**src/rtl/mp64_sram_pkg.sv**
```systemverilog
// Shared types and helpers for the mp64 SRAM request front-end.
package mp64_sram_pkg;

    localparam int WORD_W_DEF = 64;

    typedef enum logic [2:0] {
        ST_IDLE,
        ST_ISSUE,
        ST_WAIT,
        ST_WRITE,
        ST_RSP
    } state_t;

    function automatic int clog2(input int v);
        int r;
        r = 0;
        while ((1 << r) < v) r++;
        return r;
    endfunction

endpackage

```
**src/rtl/mp64_sram_rmw_ctrl_if.sv**
```systemverilog
// Narrow word request/response channel into mp64_sram_rmw_ctrl.
interface mp64_sram_rmw_ctrl_if #(
    parameter int AW     = 17,
    parameter int WORD_W = 64,
    parameter int BE_W   = WORD_W / 8
);
    logic              req_valid;
    logic              req_ready;
    logic              req_we;
    logic [AW-1:0]     req_addr;
    logic [WORD_W-1:0] req_wdata;
    logic [BE_W-1:0]   req_be;
    logic              rsp_valid;
    logic              rsp_ready;
    logic [WORD_W-1:0] rsp_rdata;

    modport master (
        output req_valid, req_we, req_addr, req_wdata, req_be, rsp_ready,
        input  req_ready, rsp_valid, rsp_rdata
    );

    modport slave (
        input  req_valid, req_we, req_addr, req_wdata, req_be, rsp_ready,
        output req_ready, rsp_valid, rsp_rdata
    );
endinterface

```
**src/rtl/mp64_sram_word_merge.sv**
```systemverilog
// Byte-merges a word into one slot of a line; also returns that slot after the merge
// (with be == 0 this is simply the extracted word).
module mp64_sram_word_merge #(
    parameter int LINE_W = 512,
    parameter int WORD_W = 64,
    parameter int SEL_W  = 3
) (
    input  logic [LINE_W-1:0]   line,
    input  logic [SEL_W-1:0]    sel,
    input  logic [WORD_W-1:0]   word,
    input  logic [WORD_W/8-1:0] be,
    output logic [LINE_W-1:0]   merged,
    output logic [WORD_W-1:0]   extracted
);
    localparam int WORDS = LINE_W / WORD_W;
    localparam int BE_W  = WORD_W / 8;

    for (genvar s = 0; s < WORDS; s++) begin : g_slot
        for (genvar b = 0; b < BE_W; b++) begin : g_byte
            assign merged[s*WORD_W + b*8 +: 8] =
                (sel == SEL_W'(s) && be[b]) ? word[b*8 +: 8]
                                            : line[s*WORD_W + b*8 +: 8];
        end
    end

    always_comb begin
        extracted = '0;
        for (int s = 0; s < WORDS; s++) begin
            if (sel == SEL_W'(s)) extracted = merged[s*WORD_W +: WORD_W];
        end
    end
endmodule

```
**src/rtl/mp64_sram_rmw_ctrl.sv**
```systemverilog
// Word-request front-end for mp64_sram_sp; partial/strobed writes run as read-modify-write.
module mp64_sram_rmw_ctrl
    import mp64_sram_pkg::*;
#(
    parameter int ADDR_W  = 14,
    parameter int LINE_W  = 512,
    parameter int WORD_W  = WORD_W_DEF,
    parameter int OUT_REG = 0
) (
    input  logic              clk,
    input  logic              rst_n,
    mp64_sram_rmw_ctrl_if.slave bus,
    output logic              sram_ce,
    output logic              sram_we,
    output logic [ADDR_W-1:0] sram_addr,
    output logic [LINE_W-1:0] sram_wdata,
    input  logic [LINE_W-1:0] sram_rdata
);
    localparam int WORDS  = LINE_W / WORD_W;
    localparam int SEL_W  = clog2(WORDS);
    localparam int BE_W   = WORD_W / 8;
    localparam int RD_LAT = 1 + OUT_REG;
    localparam int CNT_W  = clog2(RD_LAT + 1);

    state_t state, state_n;

    logic                    we_q;
    logic [ADDR_W+SEL_W-1:0] addr_q;
    logic [WORD_W-1:0]       wdata_q;
    logic [BE_W-1:0]         be_q;
    logic [LINE_W-1:0]       line_q;
    logic [WORD_W-1:0]       rdata_q;
    logic [CNT_W-1:0]        cnt;
    logic                    wait_done;
    logic [LINE_W-1:0]       merged;
    logic [WORD_W-1:0]       word_out;

    assign wait_done = (cnt == CNT_W'(RD_LAT - 1));

    // Merge straight off the SRAM read data so the line register already holds the
    // write-back image; reads carry be_q == 0, so word_out is the untouched word.
    mp64_sram_word_merge #(
        .LINE_W (LINE_W),
        .WORD_W (WORD_W),
        .SEL_W  (SEL_W)
    ) u_merge (
        .line      (sram_rdata),
        .sel       (addr_q[SEL_W-1:0]),
        .word      (wdata_q),
        .be        (be_q),
        .merged    (merged),
        .extracted (word_out)
    );

    always_ff @(posedge clk) begin
        if (!rst_n) state <= ST_IDLE;
        else        state <= state_n;
    end

    always_comb begin
        state_n = state;
        sram_ce = 1'b0;
        sram_we = 1'b0;
        case (state)
            ST_IDLE: begin
                if (bus.req_valid)
                    state_n = (bus.req_we && bus.req_be == '0) ? ST_RSP : ST_ISSUE;
            end
            ST_ISSUE: begin
                sram_ce = 1'b1;
                state_n = ST_WAIT;
            end
            ST_WAIT: begin
                if (wait_done) state_n = we_q ? ST_WRITE : ST_RSP;
            end
            ST_WRITE: begin
                sram_ce = 1'b1;
                sram_we = 1'b1;
                state_n = ST_RSP;
            end
            ST_RSP: begin
                if (bus.rsp_ready) state_n = ST_IDLE;
            end
            default: state_n = ST_IDLE;
        endcase
    end

    always_ff @(posedge clk) begin
        if (!rst_n) begin
            we_q    <= 1'b0;
            addr_q  <= '0;
            wdata_q <= '0;
            be_q    <= '0;
            rdata_q <= '0;
            cnt     <= '0;
        end else begin
            case (state)
                ST_IDLE: begin
                    if (bus.req_valid) begin
                        we_q    <= bus.req_we;
                        addr_q  <= bus.req_addr;
                        wdata_q <= bus.req_wdata;
                        be_q    <= bus.req_we ? bus.req_be : '0;
                        rdata_q <= '0;
                    end
                end
                ST_ISSUE: cnt <= '0;
                ST_WAIT: begin
                    cnt <= cnt + 1'b1;
                    if (wait_done) rdata_q <= word_out;
                end
                default: ;
            endcase
        end
    end

    always_ff @(posedge clk) begin
        if (state == ST_WAIT && wait_done) line_q <= merged;
    end

    assign sram_addr     = addr_q[ADDR_W+SEL_W-1:SEL_W];
    assign sram_wdata    = line_q;
    assign bus.req_ready = (state == ST_IDLE);
    assign bus.rsp_valid = (state == ST_RSP);
    assign bus.rsp_rdata = rdata_q;
endmodule
```
**src/flat_wrapper.sv**
```systemverilog
// flat-port wrapper written by rule: the top's interface ports become plain ports
module mp64_sram_rmw_ctrl_flat import mp64_sram_pkg::*;
#(
    parameter int ADDR_W  = 14,
    parameter int LINE_W  = 512,
    parameter int WORD_W  = WORD_W_DEF,
    parameter int OUT_REG = 0
)
  (clk, rst_n, sram_ce, sram_we, sram_addr, sram_wdata, sram_rdata, bus_req_valid, bus_req_we, bus_req_addr, bus_req_wdata, bus_req_be, bus_rsp_ready, bus_req_ready, bus_rsp_valid, bus_rsp_rdata);
  mp64_sram_rmw_ctrl_if #(.WORD_W(WORD_W)) bus_i ();
  input  logic clk;
  input  logic rst_n;
  output logic sram_ce;
  output logic sram_we;
  output logic [ADDR_W-1:0] sram_addr;
  output logic [LINE_W-1:0] sram_wdata;
  input  logic [LINE_W-1:0] sram_rdata;
  input wire logic [$bits(bus_i.req_valid)-1:0] bus_req_valid;
  input wire logic [$bits(bus_i.req_we)-1:0] bus_req_we;
  input wire logic [$bits(bus_i.req_addr)-1:0] bus_req_addr;
  input wire logic [$bits(bus_i.req_wdata)-1:0] bus_req_wdata;
  input wire logic [$bits(bus_i.req_be)-1:0] bus_req_be;
  input wire logic [$bits(bus_i.rsp_ready)-1:0] bus_rsp_ready;
  output wire logic [$bits(bus_i.req_ready)-1:0] bus_req_ready;
  output wire logic [$bits(bus_i.rsp_valid)-1:0] bus_rsp_valid;
  output wire logic [$bits(bus_i.rsp_rdata)-1:0] bus_rsp_rdata;
  assign bus_i.req_valid = bus_req_valid;
  assign bus_i.req_we = bus_req_we;
  assign bus_i.req_addr = bus_req_addr;
  assign bus_i.req_wdata = bus_req_wdata;
  assign bus_i.req_be = bus_req_be;
  assign bus_i.rsp_ready = bus_rsp_ready;
  assign bus_req_ready = bus_i.req_ready;
  assign bus_rsp_valid = bus_i.rsp_valid;
  assign bus_rsp_rdata = bus_i.rsp_rdata;
  mp64_sram_rmw_ctrl #(.ADDR_W(ADDR_W), .LINE_W(LINE_W), .WORD_W(WORD_W), .OUT_REG(OUT_REG)) u_core (.clk(clk), .rst_n(rst_n), .bus(bus_i), .sram_ce(sram_ce), .sram_we(sram_we), .sram_addr(sram_addr), .sram_wdata(sram_wdata), .sram_rdata(sram_rdata));
endmodule
```
**config.mk**
```make
export PLATFORM = sky130hd
export DESIGN_NAME = mp64_sram_rmw_ctrl_flat
export DESIGN_NICKNAME = d
export VERILOG_FILES = /design/src/rtl/mp64_sram_pkg.sv /design/src/rtl/mp64_sram_rmw_ctrl_if.sv /design/src/rtl/mp64_sram_word_merge.sv /design/src/rtl/mp64_sram_rmw_ctrl.sv /design/src/flat_wrapper.sv
export SDC_FILE = /design/constraint.sdc
export NUM_CORES = 1
export LEC_CHECK = 0
export CAP_MARGIN = 5
export CORE_AREA = 8 8 460 462
export CTS_BUF_LIST = sky130_fd_sc_hd__clkbuf_16
export DETAILED_ROUTE_END_ITERATION = 6
export DIE_AREA = 0 0 468 470
export PLACE_DENSITY = 0.38
export SLEW_MARGIN = 10
export SYNTH_ARGS = -nofsm -noshare
export SYNTH_HDL_FRONTEND = slang
export SYNTH_SLANG_ARGS = --single-unit
```
**constraint.sdc**
```tcl
create_clock -name clk -period 36.2 [get_ports clk]
set_input_delay 7.24 -clock clk [delete_from_list [all_inputs] [get_ports clk]]
set_output_delay 7.24 -clock clk [all_outputs]
set_load 0.05 [all_outputs]
```
## Word-level counts from Yosys, hierarchy flattened

Index checks and enable logic that the tools add are counted.

- Register bits after elaboration: 670
- Input bits: 606
- Logic and storage cells: 184

- Add/sub/neg operators: 1
- Equal/unequal tests: 14
- Mux-type cells: 85
- Bitwise logic cells: 1
- Reduce and logical (&&, ||, !) cells: 75

Operators by type and width:

| operator | number |
|---|---|
| $mux W64 | 10 |
| $mux W8 | 65 |
| $pmux W64 S2 | 1 |
| $logic_and A1 B1 Y1 | 66 |
| $eq A3 B3 Y1 const B | 5 |
| $mux W3 | 5 |
| $pmux W3 S5 | 1 |
| $eq A3 B2 Y1 const B | 4 |
| $logic_not A8 Y1 | 1 |
| $eq A3 B1 Y1 const B | 2 |
| $logic_not A3 Y1 | 2 |
| $ne A2 B2 Y1 const B | 3 |
| $reduce_and A3 Y1 | 2 |
| $reduce_bool A2 Y1 | 2 |
| $mux W1 | 2 |
| $pmux W1 S2 | 1 |
| $reduce_and A2 Y1 | 1 |
| $reduce_or A2 Y1 | 1 |
| $add A1 B1 Y1 const B | 1 |
| $not A1 Y1 | 1 |

## Logic depth before layout (Yosys ltp)

- Depth after elaboration: 13
- Gate-level depth with buffers: 9
- Depth with buffers taken out: 5

## Hierarchy

Synthesis repeated with hierarchy kept, for this count alone.

- Cells, all modules: 3,506
- Area total of the unflattened synthesis: 36,960.4 µm²

By module, submodules not included:

| module | instances | cells each | area an instance (µm²) |
|---|---|---|---|
| mp64_sram_rmw_ctrl | 1 | 1,241 | 21,599.5 |
| mp64_sram_word_merge | 1 | 2,265 | 15,361.0 |

## Least setup slack after synthesis

OpenSTA, ideal clock, no wires.

- Path kind: reg-to-reg
- From: register u_core.state[0]
- To: register u_core.line_q[0], in the netlist u_core.sram_wdata[0] (enable)
- Library setup time: 1.399 ns
- Arrival: 21.982 ns
- Required time: 34.801 ns
- Path slack: 12.818 ns
- Cell stages (with the launch flop): 4
- Buffers on the path: 1
- Clock period less this slack: 23.382 ns
- Path through: dfxtp_1 -> buf_2 -> or3b_1 -> nor2_1

- Longest elaborated chain between the ends: 2

RTL lines:

| what | line | text |
|---|---|---|
| start, declared | mp64_sram_rmw_ctrl.sv:25 | `state_t state, state_n;` |
| start signal, assigned | mp64_sram_rmw_ctrl.sv:57 | `else state <= state_n;` |
| $eq A3 B2 Y1 | mp64_sram_rmw_ctrl.sv:118 | `if (state == ST_WAIT && wait_done) line_q <= merged;` |
| $logic_and A1 B1 Y1 | mp64_sram_rmw_ctrl.sv:118 |  |
| end signal, assigned | mp64_sram_rmw_ctrl.sv:118 |  |
| end, declared | mp64_sram_rmw_ctrl.sv:31 | `logic [LINE_W-1:0] line_q;` |

No other way between the ends.
A chain may end at the register's enable or synchronous reset.

## Worst setup path in the final report

- From: register u_core.state[2]
- To: output bus_req_ready

- Longest elaborated chain between the ends: 1

RTL lines:

| what | line | text |
|---|---|---|
| $logic_not A3 Y1 | mp64_sram_rmw_ctrl.sv:123 | `assign bus.req_ready = (state == ST_IDLE);` |
| end, declared | flat_wrapper.sv:24 | `output wire logic [$bits(bus_i.req_ready)-1:0] bus_req_ready;` |

No other way between the ends.

==> impl_results.md <==
* Clock skew at 0.0428 ns
* Number of global-route vias before repair at 33,000
* Hold path cells at 2
* Ranking of synthesized cells by area: edfxtp_1, mux2_2, dfxtp_1
* Most frequent cells after synthesis: edfxtp_1, mux2_2, nand2_1
* VDD IR max at 29.8 µV
* Status: finished, final reports clean
* Max cap viols at 0
* Final slew viol count at 0
* Critical path class: flop to primary output
* Cells after DPL at 6,834
* Sink Count at 670
* Hold WS at 0.464 ns
* RR Startpoint: u_core.addr_q[0]
* H-tree depth at 3
* Post-synth EDFFs at 512
* Pin slew with the least headroom to its limit at 1.24 ns
* Syn Nets at 3,810
* Warnings from Yosys at 0
* Crit path launch type: flop
* P&R area growth vs syn at 51.0%
* Post-cts sizing count at 0
* Final WL at 244,000 µm
* # DRC at 0
* Hold Path Origin: u_core.addr_q[6]
* DRT antenna net count at 0
* Worst Reg-to-Reg Cells at 5
* Final worst path period share at 27.9%
* WP data required at 28.96 ns
* Fin crit period at 10.11 ns
* Critical path arrival at 2.87 ns
* Distinct cell type count after synthesis at 59
* Pwr Density at 47.5 nW/µm²
* Hold Vio Cnt, Final at 0
* First-pass DRT Iterations at 6
* Non-filler cells, final at 7,046
* RSZ-0062 raised after global routing: false
* Fmax at 98.9 MHz
* Routed vias at 32,400
* Drt wl/cell at 34.6 µm
* Congestion Overflow GR at 0
* Num rows at 166
* Worst Hold Class: flop to flop
* Total GRT Usage at 21.0%
* PortBufs at 1,199
* Synthesized area at 34,800 µm²
* Clock buffer depth at 3
* Synth top area share at 44.2%
* Leak pwr at 17.5 nW
* Fillcell total at 21,800
* Largest net degree at the start of global routing at 154
* Cts bufs inserted at 93
* Clock latency on the worst-skew pair at 0.73 ns
* First-pass GRT wire length at 320,000 µm
* I/O pins at 1,200
* Final Worst Setup Slack at 26.09 ns
* Gate count of the mapped netlist at 3,204
* Core area at 204,000 µm²
* Seq/Total Area, Yosys at 53.3%
* Worst slew margin at 15.2%
* Ys flop type: edfxtp_1
* Setup violators final at 0
* Ratio of cells with drive above 1 in the final layout at 15.9%
* Post-CTS Setup Bufs at 0
* Antenna violations before repair at 93
* Avg Cell Area, Syn at 10.9 µm²
* Starting Density at 17.0%
* Worst reg2reg setup slack at 31.85 ns
* Async S/R FF share, synth at 0%
* Min-Delay Endpoint: u_core.addr_q[6]
* Most frequent cell after synthesis: edfxtp_1
* Synth Register Bits at 670
* CTS tree: done
* Clock root cell: clkbuf_16
* Die ar. at 220,000 µm²
* Biggest area consumer among synthesized cells: edfxtp_1
* Final core utilization at 25.8%
* Die height at 470 µm
* Largest fanout on the critical path at 11
* RePlAce Congestion at 0.887
* Setup_tns at 0 ns
* CP endpoint kind: primary output
* Hold Buf Count CTS at 0
* Via density per instance at 4.61
* Post-DP HPWL at 184,000 µm
* Final nets at 4,848
* Reg-to-Reg End: u_core.sram_wdata[483]
* Worst-path clk slew at 0.06 ns
* Initial DRC Count at 2,466
* Pre-CTS setup slack at 25.84 ns
* Die Wd at 468 µm
## per-stage QoR
step           total power, mW  area (µm²)
3_5_place_dp              1.59       49400
6_report                  2.50       52500
5_1_grt                   2.59       52500
4_1_cts                   2.54       52400
3_3_place_gp              1.59       49400
2_1_floorplan             1.31       34800
## worst max-delay path: stages (launching register included)
cell,delay [ns]
dfxtp_1,0.43
nor3_1,0.59
clkdlybuf4s50_1,1.11
## metal layers
metal / routed length, µm / GRT usage [%] / part of all wire (%)
met4: 7660 / 5.72 / 3.1
met3: 23000 / 7.79 / 9.4
met2: 116000 / 35.8 / 48
met5: 393 / 0 / 0.16
met1: 96300 / 24.7 / 40
## how the worst max path moves through the flow
stage / startpoint / to / slack [ns] / depth (start not counted)
floorplan: u_core.state[0] / u_core.sram_wdata[0] / 12.82 / 3
global placement: bus_req_valid / u_core.bus.rsp_rdata[62] / 25.94 / 6
detailed placement: bus_req_valid / u_core.bus.rsp_rdata[62] / 25.84 / 6
CTS: u_core.state[2] / bus_req_ready / 25.93 / 2
global route: u_core.state[0] / sram_we / 25.87 / 3
finish: u_core.state[2] / bus_req_ready / 26.09 / 2
## report_power, final
group	switching [mW]	internal, mW
clock network	0.404	0.530
logic	0.407	0.207
registers	0.0548	0.895
## state kept, by name (all words and copies together), names as in the netlist
signal	flops
u_core.wdata_q	64
u_core.bus.rsp_rdata	64
u_core.we_q	1
u_core.sram_wdata	512
u_core.be_q	8
u_core.addr_q	17
u_core.state	3
u_core.cnt	1
## final cells by class
type                       count  area [µm²]  share of cell area, %
clock buffer                  96        2400                   4.57
sequential                   670       18600                   35.3
timing repair buffer        1258       12500                   23.8
antenna                       35        87.6                  0.167
tap                         2688        3360                   6.40
multi-input combinational   2069       14500                   27.5
inverter                     150         563                   1.07
clock inverter                80         597                   1.14
## cells by family (layout without fill, tap and decap cells)
family / Yosys count / count (layout) / synth area share, %
AOI/OAI and AO/OA: 899 / 899 / 17.2
and+or+nand+nor: 685 / 685 / 8.49
DFF: 670 / 670 / 53.3
muxes: 485 / 485 / 15.6
buffers and inverters: 465 / 1584 / 5.40
other: 0 / 35 / 0
## layout by cell type (no fill, tap or decap), drive strengths merged, types with 21 or more instances in the layout
master and count:
inv 177, buf 60, a21oi 86, mux2 465
diode 35, o22ai 112, nand2 445, o211ai 50
a21boi 99, a2111oi 44, a32oi 48, o21ai 277
o21bai 51, nand3 58, clkbuf 96, clkdlybuf4s50 1198
edfxtp 512, nor2 77, a221oi 56, and2 21
clkinv 44, dfxtp 158
(Power assumes the default switching activity.)
